### config.mk
export PLATFORM = sky130hd
export DESIGN_NAME = sequential_multiplier
export DESIGN_NICKNAME = d
export VERILOG_FILES = /design/src/rtl/sequential_multiplier_pkg.sv /design/src/rtl/sequential_multiplier_control_path.sv /design/src/rtl/sequential_multiplier.sv
export SDC_FILE = /design/constraint.sdc
export NUM_CORES = 1
export LEC_CHECK = 0
export ABC_AREA = 1
export CAP_MARGIN = 20
export CELL_PAD_IN_SITES_DETAIL_PLACEMENT = 1
export CELL_PAD_IN_SITES_GLOBAL_PLACEMENT = 2
export CORE_ASPECT_RATIO = 1.25
export CORE_MARGIN = 2
export CORE_UTILIZATION = 34
export DETAILED_ROUTE_END_ITERATION = 10
export PLACE_DENSITY = 0.8
export REMOVE_ABC_BUFFERS = 1
export SYNTH_ARGS = -nofsm -noshare
export SYNTH_HDL_FRONTEND = slang
export SYNTH_HIERARCHICAL = 1
export SYNTH_SLANG_ARGS = --single-unit
### constraint.sdc
create_clock -name clk -period 2.3 [get_ports clk]
set_clock_uncertainty 0.1 [all_clocks]
set_input_delay 0.46 -clock clk [delete_from_list [all_inputs] [get_ports clk]]
set_output_delay 0.46 -clock clk [all_outputs]
set_load 0.02 [all_outputs]
### src/rtl/sequential_multiplier_pkg.sv
// Shared encodings for the shift-add multiplier: FSM states and the
// datapath select codes the control path hands to the register file.
package sequential_multiplier_pkg;

  localparam logic [1:0] S_IDLE  = 2'd0;
  localparam logic [1:0] S_OP    = 2'd1;
  localparam logic [1:0] S_FINAL = 2'd2;
  localparam logic [1:0] S_DONE  = 2'd3;

  localparam logic [1:0] SEL_HOLD   = 2'b00;
  localparam logic [1:0] SEL_LOAD   = 2'b01;
  localparam logic [1:0] SEL_STEP   = 2'b10;
  localparam logic [1:0] SEL_COMMIT = 2'b11;

endpackage

### src/rtl/sequential_multiplier_control_path.sv
// Control FSM: sequences load, WIDTH add/shift steps, commit and a done pulse.
// ready/done depend on the state register only.
module mult_control_path
  import sequential_multiplier_pkg::*;
#(
  parameter int CNT_W = 4
) (
  input  logic             clk,
  input  logic             rst,
  input  logic             start,
  input  logic [CNT_W-1:0] cnt,
  output logic             ready,
  output logic             done,
  output logic [1:0]       sel
);

  logic [1:0] state, state_nxt;

  always_ff @(posedge clk or posedge rst) begin
    if (rst) state <= S_IDLE;
    else     state <= state_nxt;
  end

  always_comb begin
    state_nxt = state;
    sel       = SEL_HOLD;
    case (state)
      S_IDLE: if (start) begin
        state_nxt = S_OP;
        sel       = SEL_LOAD;
      end
      S_OP: begin
        sel = SEL_STEP;
        // cnt is the number of steps still to run including this one
        if (cnt == CNT_W'(1)) state_nxt = S_FINAL;
      end
      S_FINAL: begin
        sel       = SEL_COMMIT;
        state_nxt = S_DONE;
      end
      default: state_nxt = S_IDLE;
    endcase
  end

  assign ready = (state == S_IDLE);
  assign done  = (state == S_DONE);

endmodule

### src/rtl/sequential_multiplier.sv
// Unsigned radix-2 shift-add multiplier, fixed WIDTH+1 cycle operation.
// Datapath registers live here and are steered by the control path's sel code.
module sequential_multiplier
  import sequential_multiplier_pkg::*;
#(
  parameter int WIDTH = 8
) (
  input  logic               clk,
  input  logic               rst,
  input  logic               start,
  input  logic [WIDTH-1:0]   a,
  input  logic [WIDTH-1:0]   b,
  output logic               ready,
  output logic               done,
  output logic [2*WIDTH-1:0] product
);

  localparam int CNT_W = $clog2(WIDTH + 1);
  localparam logic [CNT_W-1:0] CNT_INIT = CNT_W'(WIDTH);

  logic [2*WIDTH-1:0] acc, mcand;
  logic [WIDTH-1:0]   mplr;
  logic [CNT_W-1:0]   cnt;
  logic [1:0]         sel;

  mult_control_path #(.CNT_W(CNT_W)) u_ctrl (
    .clk   (clk),
    .rst   (rst),
    .start (start),
    .cnt   (cnt),
    .ready (ready),
    .done  (done),
    .sel   (sel)
  );

  always_ff @(posedge clk or posedge rst) begin
    if (rst) begin
      acc     <= '0;
      mcand   <= '0;
      mplr    <= '0;
      cnt     <= '0;
      product <= '0;
    end else begin
      case (sel)
        SEL_LOAD: begin
          mcand <= {{WIDTH{1'b0}}, a};
          mplr  <= b;
          acc   <= '0;
          cnt   <= CNT_INIT;
        end
        SEL_STEP: begin
          if (mplr[0]) acc <= acc + mcand;
          mcand <= mcand << 1;
          mplr  <= mplr >> 1;
          cnt   <= cnt - 1'b1;
        end
        SEL_COMMIT: product <= acc;
        default: ;
      endcase
    end
  end

endmodule
* After elaboration in Yosys (flattened, before gate mapping) *
Index checks and enable logic that the tools add are counted.

storage, ports and cells
  bits in registers = 62
  input bits = 19

cells by class
  equal/unequal tests = 10
  reductions and logical operators = 4
  add/subtract/negate cells = 2
  muxes and demuxes = 10

operator list
  cell                                                  number
  case mux 16 bit (2 select lines)                      2
  adder 16 bit                                          1
  2-to-1 mux 16 bit                                     1
  case mux 8 bit (2 select lines)                       1
  case mux 2 bit (3 select lines)                       2
  equality test 2 bit (second input constant)           4
  case mux 4 bit (2 select lines)                       1
  equality test 2 x 1 -> 1 bit (second input constant)  2
  equality test 4 x 1 -> 1 bit (second input constant)  1
  2-to-1 mux 2 bit                                      2
  != test 2 bit (second input constant)                 2
  AND reduction 2 bit                                   2
  subtractor 4 x 1 -> 4 bit (second input constant)     1
  logical NOT 2 bit                                     1
  != test 2 x 1 -> 1 bit (second input constant)        1
  nonzero test 2 bit                                    1
  2-to-1 mux 1 bit                                      1

* Depth between registers and ports, before layout *
Gate-level depths: netlist of the first run.

  depth after elaboration = 5
  mapped depth = 12
  gate-level depth less buffers = 11

* Hierarchy *
Netlist of the first run, hierarchy kept.

by module, submodules not included
  module                 area each (µm²)  instances  cells an instance
  sequential_multiplier  3328.2           1          408
  mult_control_path      195.2            1          27

* Worst setup path before layout of the first run *
OpenSTA, ideal clock, no wires.

  kind = reg2reg
  start = reg u_ctrl.state[1]
  end = reg mcand[3]
  slack = 0.036 ns
  stages on the path, launching flop included = 11
  path buffers = 1
  clock period less this slack = 2.264 ns
  library setup time = 0.087 ns
  data arrival time = 2.077 ns
  data required time = 2.113 ns
  path through = dfrtp_1 > inv_1 > ha_1 > nand3_1 > o21ai_0 > inv_1 > ha_1 > nor2_2 > buf_2 > nand2_1 > o211ai_1

between the ends
  word-level cells in the longest chain between the ends = 4
  elaborated cells on any way between the ends = 8
  classes of those cells = eq/ne: 4; mux: 2; reduce/logical: 2

RTL lines
  item                                                                    line                                      source
  from (decl)                                                             sequential_multiplier_control_path.sv:17  logic [1:0] state, state_nxt;
  from (signal assigned)                                                  sequential_multiplier_control_path.sv:21  else state <= state_nxt;
  logical NOT 2 bit *                                                     -
  named net ready                                                         sequential_multiplier.sv:13               output logic ready,
  case mux 2 bit (3 select lines) *                                       sequential_multiplier_control_path.sv:27  case (state)
  named net sel[0]                                                        sequential_multiplier.sv:24               logic [1:0] sel;
  equality test 2 bit or equality test 2 x 1 -> 1 bit (tied branches)     sequential_multiplier.sv:44               case (sel)
  case mux 16 bit (2 select lines) or nonzero test 2 bit (tied branches)  -
  to (signal assigned)                                                    sequential_multiplier.sv:46               mcand <= {{WIDTH{1'b0}}, a};
  to (signal assigned)                                                    sequential_multiplier.sv:53               mcand <= mcand << 1;
  to (decl)                                                               sequential_multiplier.sv:21               logic [2*WIDTH-1:0] acc, mcand;

The timed path passes the listed nets; every way through them passes the cells marked *.
A chain may end at the register's enable or synchronous reset.

* Final worst setup path of the first run *
  start = reg u_ctrl.state[1]
  end = reg mcand[5]

between the ends
  word-level cells in the longest chain between the ends = 4
  elaborated cells on any way between the ends = 8
  classes of those cells = eq/ne: 4; mux: 2; reduce/logical: 2

RTL lines
  item                                                                    line
  equality test 2 bit, or another cell as far along                       sequential_multiplier_control_path.sv:27
  case mux 2 bit (3 select lines) *                                       sequential_multiplier_control_path.sv:27
  named net sel[0]                                                        sequential_multiplier.sv:24
  equality test 2 bit or equality test 2 x 1 -> 1 bit (tied branches)     sequential_multiplier.sv:44
  case mux 16 bit (2 select lines) or nonzero test 2 bit (tied branches)  -

Marked as above.

==> results of run 1 <==
-- metal layers --
layer / global-route usage, % / share of wire [%] / up-vias
met2: 30.3 / 51 / 32
met5: 0 / 0 / -
li1: - / - / 1504
met4: 7.43 / 2.4 / 0
met1: 21.6 / 44 / 1400
met3: 4.10 / 2.0 / 10
-- critical path: stages (launching register included) --
cell and delay (ns):
dfrtp_1 0.41, inv_1 0.13, ha_1 0.22, nand3_1 0.09
o21ai_0 0.10, inv_1 0.08, ha_1 0.37, inv_2 0.14
buf_4 0.20, nand3_1 0.09, o211ai_1 0.11
-- kinds of logic after synthesis --
| logic type | Yosys count |
|---|---|
| compound gates | 47 |
| xor+xnor | 2 |
| simple gates | 205 |
| fa+ha+maj | 24 |
| flops | 62 |
| mux | 15 |
| buf+inv | 80 |
-- final cells by class --
cell class | count | area (µm²)
timing repair buffer | 52 | 529
sequential | 62 | 1550
clock buffer | 11 | 243
multi-input combinational | 293 | 1660
tap | 129 | 161
clock inverter | 5 | 35.0
inverter | 69 | 259
fill | 1212 | 5670
-- through the flow --
| stage | worst slack [ns] | hold WS (ns) | TNS (ns) |
|---|---|---|---|
| floorplan | -0.106 | 0.101 | -1.60 |
| global placement | -0.0122 | 0.385 | -0.0122 |
| detailed placement | -0.127 | 0.388 | -0.861 |
| CTS | 0.0906 | 0.221 | 0 |
| global route | 0.0189 | 0.263 | 0 |
| finish | 0.182 | 0.226 | 0 |
-- state kept, by name (all words and copies together), names as in the netlist --
register and count:
product 16, u_ctrl/state 2, cnt 4, acc 16
mplr 8, mcand 16
-- worst min-delay path by stage --
stage	start	endpoint	slack, ns	cells past startpoint
after global routing	rst	u_ctrl/state[1]$_DFFE_PP0P_	0.26	2
final	rst	u_ctrl/state[0]$_DFFE_PP0P_	0.23	2
after CTS	rst	u_ctrl/state[0]$_DFFE_PP0P_	0.22	2
after detailed placement	mplr[5]$_DFFE_PP0P_	mplr[5]$_DFFE_PP0P_	0.39	2
after floorplan	rst	u_ctrl/state[0]$_DFFE_PP0P_	0.10	1
after global placement	cnt[3]$_DFFE_PP0P_	cnt[3]$_DFFE_PP0P_	0.39	1
-- power groups by stage --
stage	registers (mW)	clock network, mW	logic (mW)
3_3_place_gp	1.75	0	3.68
5_1_grt	1.80	1.35	4.25
3_5_place_dp	1.77	0	3.82
6_report	1.75	1.25	3.76
4_1_cts	1.75	1.30	3.84
2_1_floorplan	1.76	0	2.24
-- repair_timing --
action | in CTS | in global routing
setup endpoints to repair | 1 | 9
resized for setup | 1 | 2
setup buffers | 0 | 0
-- layout by cell type, fill, tap and decap left out, types with 9 or more instances in the layout --
| master | n |
|---|---|
| nand2_1 | 132 |
| inv_1 | 62 |
| dfrtp_1 | 61 |
| nand3_1 | 37 |
| clkdlybuf4s50_1 | 35 |
| ha_1 | 23 |
| nor2_1 | 17 |
| mux2_2 | 15 |
| a21oi_1 | 12 |
| buf_4 | 12 |
| o21ai_0 | 11 |
| clkbuf_16 | 9 |
==> metrics, run 1 <==
status finished clean; reg-to-reg critical path endpoint mcand[5]$_DFFE_PP0P_; commonest register cell after synthesis dfrtp_1; Yosys reg bits 62; simple-gate portion of the synthesized area 24.7%; FF-to-FF path depth 10; TritonCTS Buffers 9; adder-cell share of the synthesized area 8.74%; WL/cell 14.2 µm; Seq/Total Area, Yosys 44.0%; Final Cycle Share 92.1%; grt ovf 0; Skew-Pair Late Insertion Delay 0.34 ns; Clk pwr share 18.5%; Avg Cell Area, Syn 8.10 µm²; worst-path fanout max 12; first-pass GRT wire length 15.2 mm; Synth area leaders dfrtp_1 (44%), nand2_1 (14%), ha_1 (8.2%); Placed Cells 605; max cap viols 0; final hold viol count 0; initial antenna violation count 0; main combinational cell family by area after synthesis simple AND/OR/NAND/NOR gates; Slew Viols, Final 0; compound-gate portion of the synthesized area 8.10%; FF-to-FF setup slack 0.18 ns; hpwl dp 6.70 mm; Post-synth EDFFs 0; Reg clk slew, reported paths 0.05 ns; CP Launch Type flop; commonest cells in the netlist nand2_1 (132), inv_1 (63), dfrtp_1 (62); Final Setup Violations 0; CTS tree yes; Min Clock Period, post-route 2.12 ns; placed cell areas 4150 µm²; Cell Pwr Density 1520 nW/µm²; share of cells above drive strength 1 13.4%; CP endpoint kind flop; fin cells 621; Die X 95.1 µm; switching share of power 43.8%; mux share of post-synthesis cell area 4.79%; hold crit path type input port to asynchronous set/reset pin; clock sink count 62; RR Startpoint u_ctrl/state[1]$_DFFE_PP0P_; largest net degree at the start of global routing 61; Starting DRT DRC Count 66; post-synthesis cell type count 32; Net Switching 2.96 mW; P&R area growth vs syn 25.9%; Logic pwr share 55.6%; post-route cell area 4440 µm²; drt drc 0; Port Buf Inserts 36; crit path kind flop to flop; vias after detailed routing 2946; drt first pass iters 4; Static Leak 2.32 nW; Rows 41; Peak VDD IR 1000 µV; Die Y-Extent 118 µm; total wire length 8.85 mm; RSZ-0062 raised after global routing false; gpl congestion 0.802; vias per cell 4.74; ys async rst share 100%; IO Pins 37; mapped cell area 3520 µm²; Power Internal 3.80 mW; area leader, netlist dfrtp_1; deepest clock path buffer count 2; CP arrival 2.27 ns; slew margin rel. 78.0%; Yosys Warn Count 6; Overall Global Routing Usage 17.9%; sequential share of power 25.9%; Post-DRT Antenna Nets 0; xor and xnor area share after synthesis 0.497%; count leader, synth nand2_1; Crit path required time 2.45 ns; Total Power 6.76 mW; share of the synthesized area in the top cell type 44.0%; CTS Hold Bufs 0; Layout Nets 530; Layout Utilization 43.9%; Worst Tran Pin Value 0.330 ns; Critical Path Source u_ctrl/state[1]$_DFFE_PP0P_; Mapped Cells 435; n_diodes 0; Root Driver clkbuf_16; core area 10100 µm²; starting density of the core 34.9%; Setup crit end mcand[5]$_DFFE_PP0P_; die area 11200 µm²; achievable clock frequency 0.472 GHz; # H-tree levels 3; via count of the first global-routing pass 3200
Power figures use the tool's default switching activity.
==> run 2: changes to the inputs <==
SYNTH_HIERARCHICAL = unset   (was 1)
==> run 2 against run 1 <==
  * First-iteration DRC count rose by 27%
  * Die area fell by 2.6%
  * Sequential share of layout area rose by 1.0 points
  * Hold slack improved by 0.13 ns
  * Maximum frequency fell by 0.72%
==> metrics, run 2 <==
starting density of the core 34.5% (-0.40 points); post-synthesis cell type count 30 (-6.3%); Layout Nets 515 (-2.8%); vias after detailed routing 2907 (-1.3%); IO Pins 37 (unchanged); sequential share of power 27.6% (+1.7 points); core area 9950 µm² (-1.5%); CP endpoint kind output port; CP arrival 1.57 ns (-0.70 ns); Root Driver clkbuf_16; die area 10900 µm² (-2.6%); Post-DRT Antenna Nets 0 (unchanged); hpwl dp 6.73 mm (+0.34%); CTS tree yes; Cell Pwr Density 1610 nW/µm² (+5.7%); vias per cell 4.79 (+0.95%); Worst Tran Pin Value 0.470 ns (+0.141 ns); n_diodes 0 (unchanged); max cap viols 0 (unchanged); Final Cycle Share 92.7% (+0.67 points); mapped cell area 3430 µm² (-2.7%); area leader, netlist dfrtp_1; crit path kind flop to output port; most common cell after layout, fill and taps aside nand2_1; slew margin rel. 68.3% (-9.7 points); Synth area leaders dfrtp_1 (45%), nand2_1 (11%), ha_1 (8.0%); # H-tree levels 3 (unchanged); Net Switching 3.05 mW (+3.0%); switching share of power 43.9% (+0.12 points); Overall Global Routing Usage 17.6% (-0.32 points); Power Internal 3.89 mW (+2.5%); total wire length 8.66 mm (-2.1%); P&R area growth vs syn 25.6%; Static Leak 2.19 nW (-5.4%); commonest non-fill, non-tap cells in the layout nand2_1 (103), inv_1 (64), dfrtp_1 (62), nor2_1 (46), clkdlybuf4s50_1 (35); Logic pwr share 52.2% (-3.4 points); Rows 41 (unchanged); commonest register cell after synthesis dfrtp_1; Peak VDD IR 629 µV (-37%); Avg Cell Area, Syn 8.11 µm² (about the same); count leader, synth nand2_1; CTS resizes 1 (unchanged); Final Setup Violations 0 (unchanged); Top Registers acc: 16 flops, mcand: 16 flops, product: 16 flops; Post-synth EDFFs 0 (unchanged); CP Launch Type flop; Slew Viols, Final 0 (unchanged); clock sink count 62 (unchanged); WL/cell 14.3 µm (+0.11%); Crit path required time 1.74 ns (-0.71 ns); Post-CTS Setup Inserts 0 (unchanged); Layout Utilization 43.3% (-0.59 points); Seq/Total Area, Yosys 45.2% (+1.2 points); Die Y-Extent 116 µm (-1.3%); TritonCTS Buffers 9 (unchanged); final hold viol count 0 (unchanged); ys async rst share 100% (unchanged); Placed Cells 591 (-2.3%); drt first pass iters 4 (unchanged); drt drc 0 (unchanged); Starting DRT DRC Count 84 (+27%); largest net degree at the start of global routing 30 (-51%); fin cells 607 (-2.3%); grt ovf 0 (unchanged); CTS Hold Bufs 0 (unchanged); Die X 93.8 µm (-1.3%); Total Power 6.94 mW (+2.7%); Clk pwr share 20.2% (+1.7 points); status finished clean; share of the synthesized area in the top cell type 45.2% (+1.2 points); Mapped Cells 423 (-2.8%); deepest clock path buffer count 2 (unchanged); Skew-Pair Late Insertion Delay 0.33 ns (about the same); hold crit path type input port to asynchronous set/reset pin; first-pass GRT wire length 14.7 mm (-3.4%); share of cells above drive strength 1 9.83% (-3.6 points); Yosys reg bits 62 (unchanged); initial antenna violation count 0 (unchanged); gpl congestion 0.758 (-5.6%); WHS 0.356 ns (+0.130 ns); achievable clock frequency 0.469 GHz (-0.72%); Port Buf Inserts 36 (unchanged); Min Clock Period, post-route 2.13 ns (+0.0154 ns); Yosys Warn Count 0 (-6); worst-path fanout max 6 (-6); commonest cells in the netlist nand2_1 (103), inv_1 (65), dfrtp_1 (62); Reg clk slew, reported paths 0.05 ns (about the same); final setup TNS 0 ns (unchanged); RSZ-0062 raised after global routing false; via count of the first global-routing pass 3109 (-2.8%)
run 2: final cells by class:
type                            count  area, µm²
Fill cell                        1236       5640
Multi-Input combinational cell    283       1550
Sequential cell                    62       1550
Timing Repair Buffer               47        467
Inverter                           70        265
Clock buffer                       11        253
Tap cell                          129        161
Clock inverter                      5       57.6
run 2: cells by family after synthesis:
logic type	share of synthesized area (%)
mux	2.63
fa+ha+maj	8.61
compound gates	9.85
flops	45.2
simple gates	22.9
xor+xnor	1.28
buf+inv	9.45
run 2: power by group through the flow:
stage	combinational (mW)	clock (mW)	sequential (mW)
floorplan	2.33	0	2.00
global placement	3.57	0	1.92
finish	3.62	1.40	1.92
global route	4.13	1.49	1.99
detailed placement	3.69	0	1.95
CTS	3.70	1.44	1.93
run 2: through the flow:
step	setup WS [ns]	cell area, µm²
after detailed placement	0.199	4000
after CTS	0.147	4310
after global routing	0.0844	4310
final	0.167	4310
after floorplan	0.199	3370
after global placement	0.272	4000
run 2: final timing paths:
check | start | endpoint | slack [ns] | depth (start not counted)
max | u_ctrl.state[1]$_DFFE_PP0P_ | done | 0.17 | 2
max in group asynchronous | rst | mcand[11]$_DFFE_PP0P_ | 1.23 | 3
min in group clk | mplr[7]$_DFFE_PP0P_ | mplr[7]$_DFFE_PP0P_ | 0.38 | 2
max reg2reg | u_ctrl.state[1]$_DFFE_PP0P_ | mplr[6]$_DFFE_PP0P_ | 0.26 | 7
min | rst | product[15]$_DFFE_PP0N_ | 0.36 | 2
min reg2reg | mplr[7]$_DFFE_PP0P_ | mplr[7]$_DFFE_PP0P_ | 0.38 | 2
run 2: metal layers:
metal | global-route usage (%) | share of wire, %
met1 | 20.6 | 44
met2 | 31.7 | 52
met3 | 3.55 | 2.4
met4 | 6.57 | 1.9
met5 | 0 | 0
run 2: worst max-delay path: stages (launching register included):
cell,delay [ns]
dfrtp_1,0.46
ha_1,0.19
clkdlybuf4s50_1,0.60
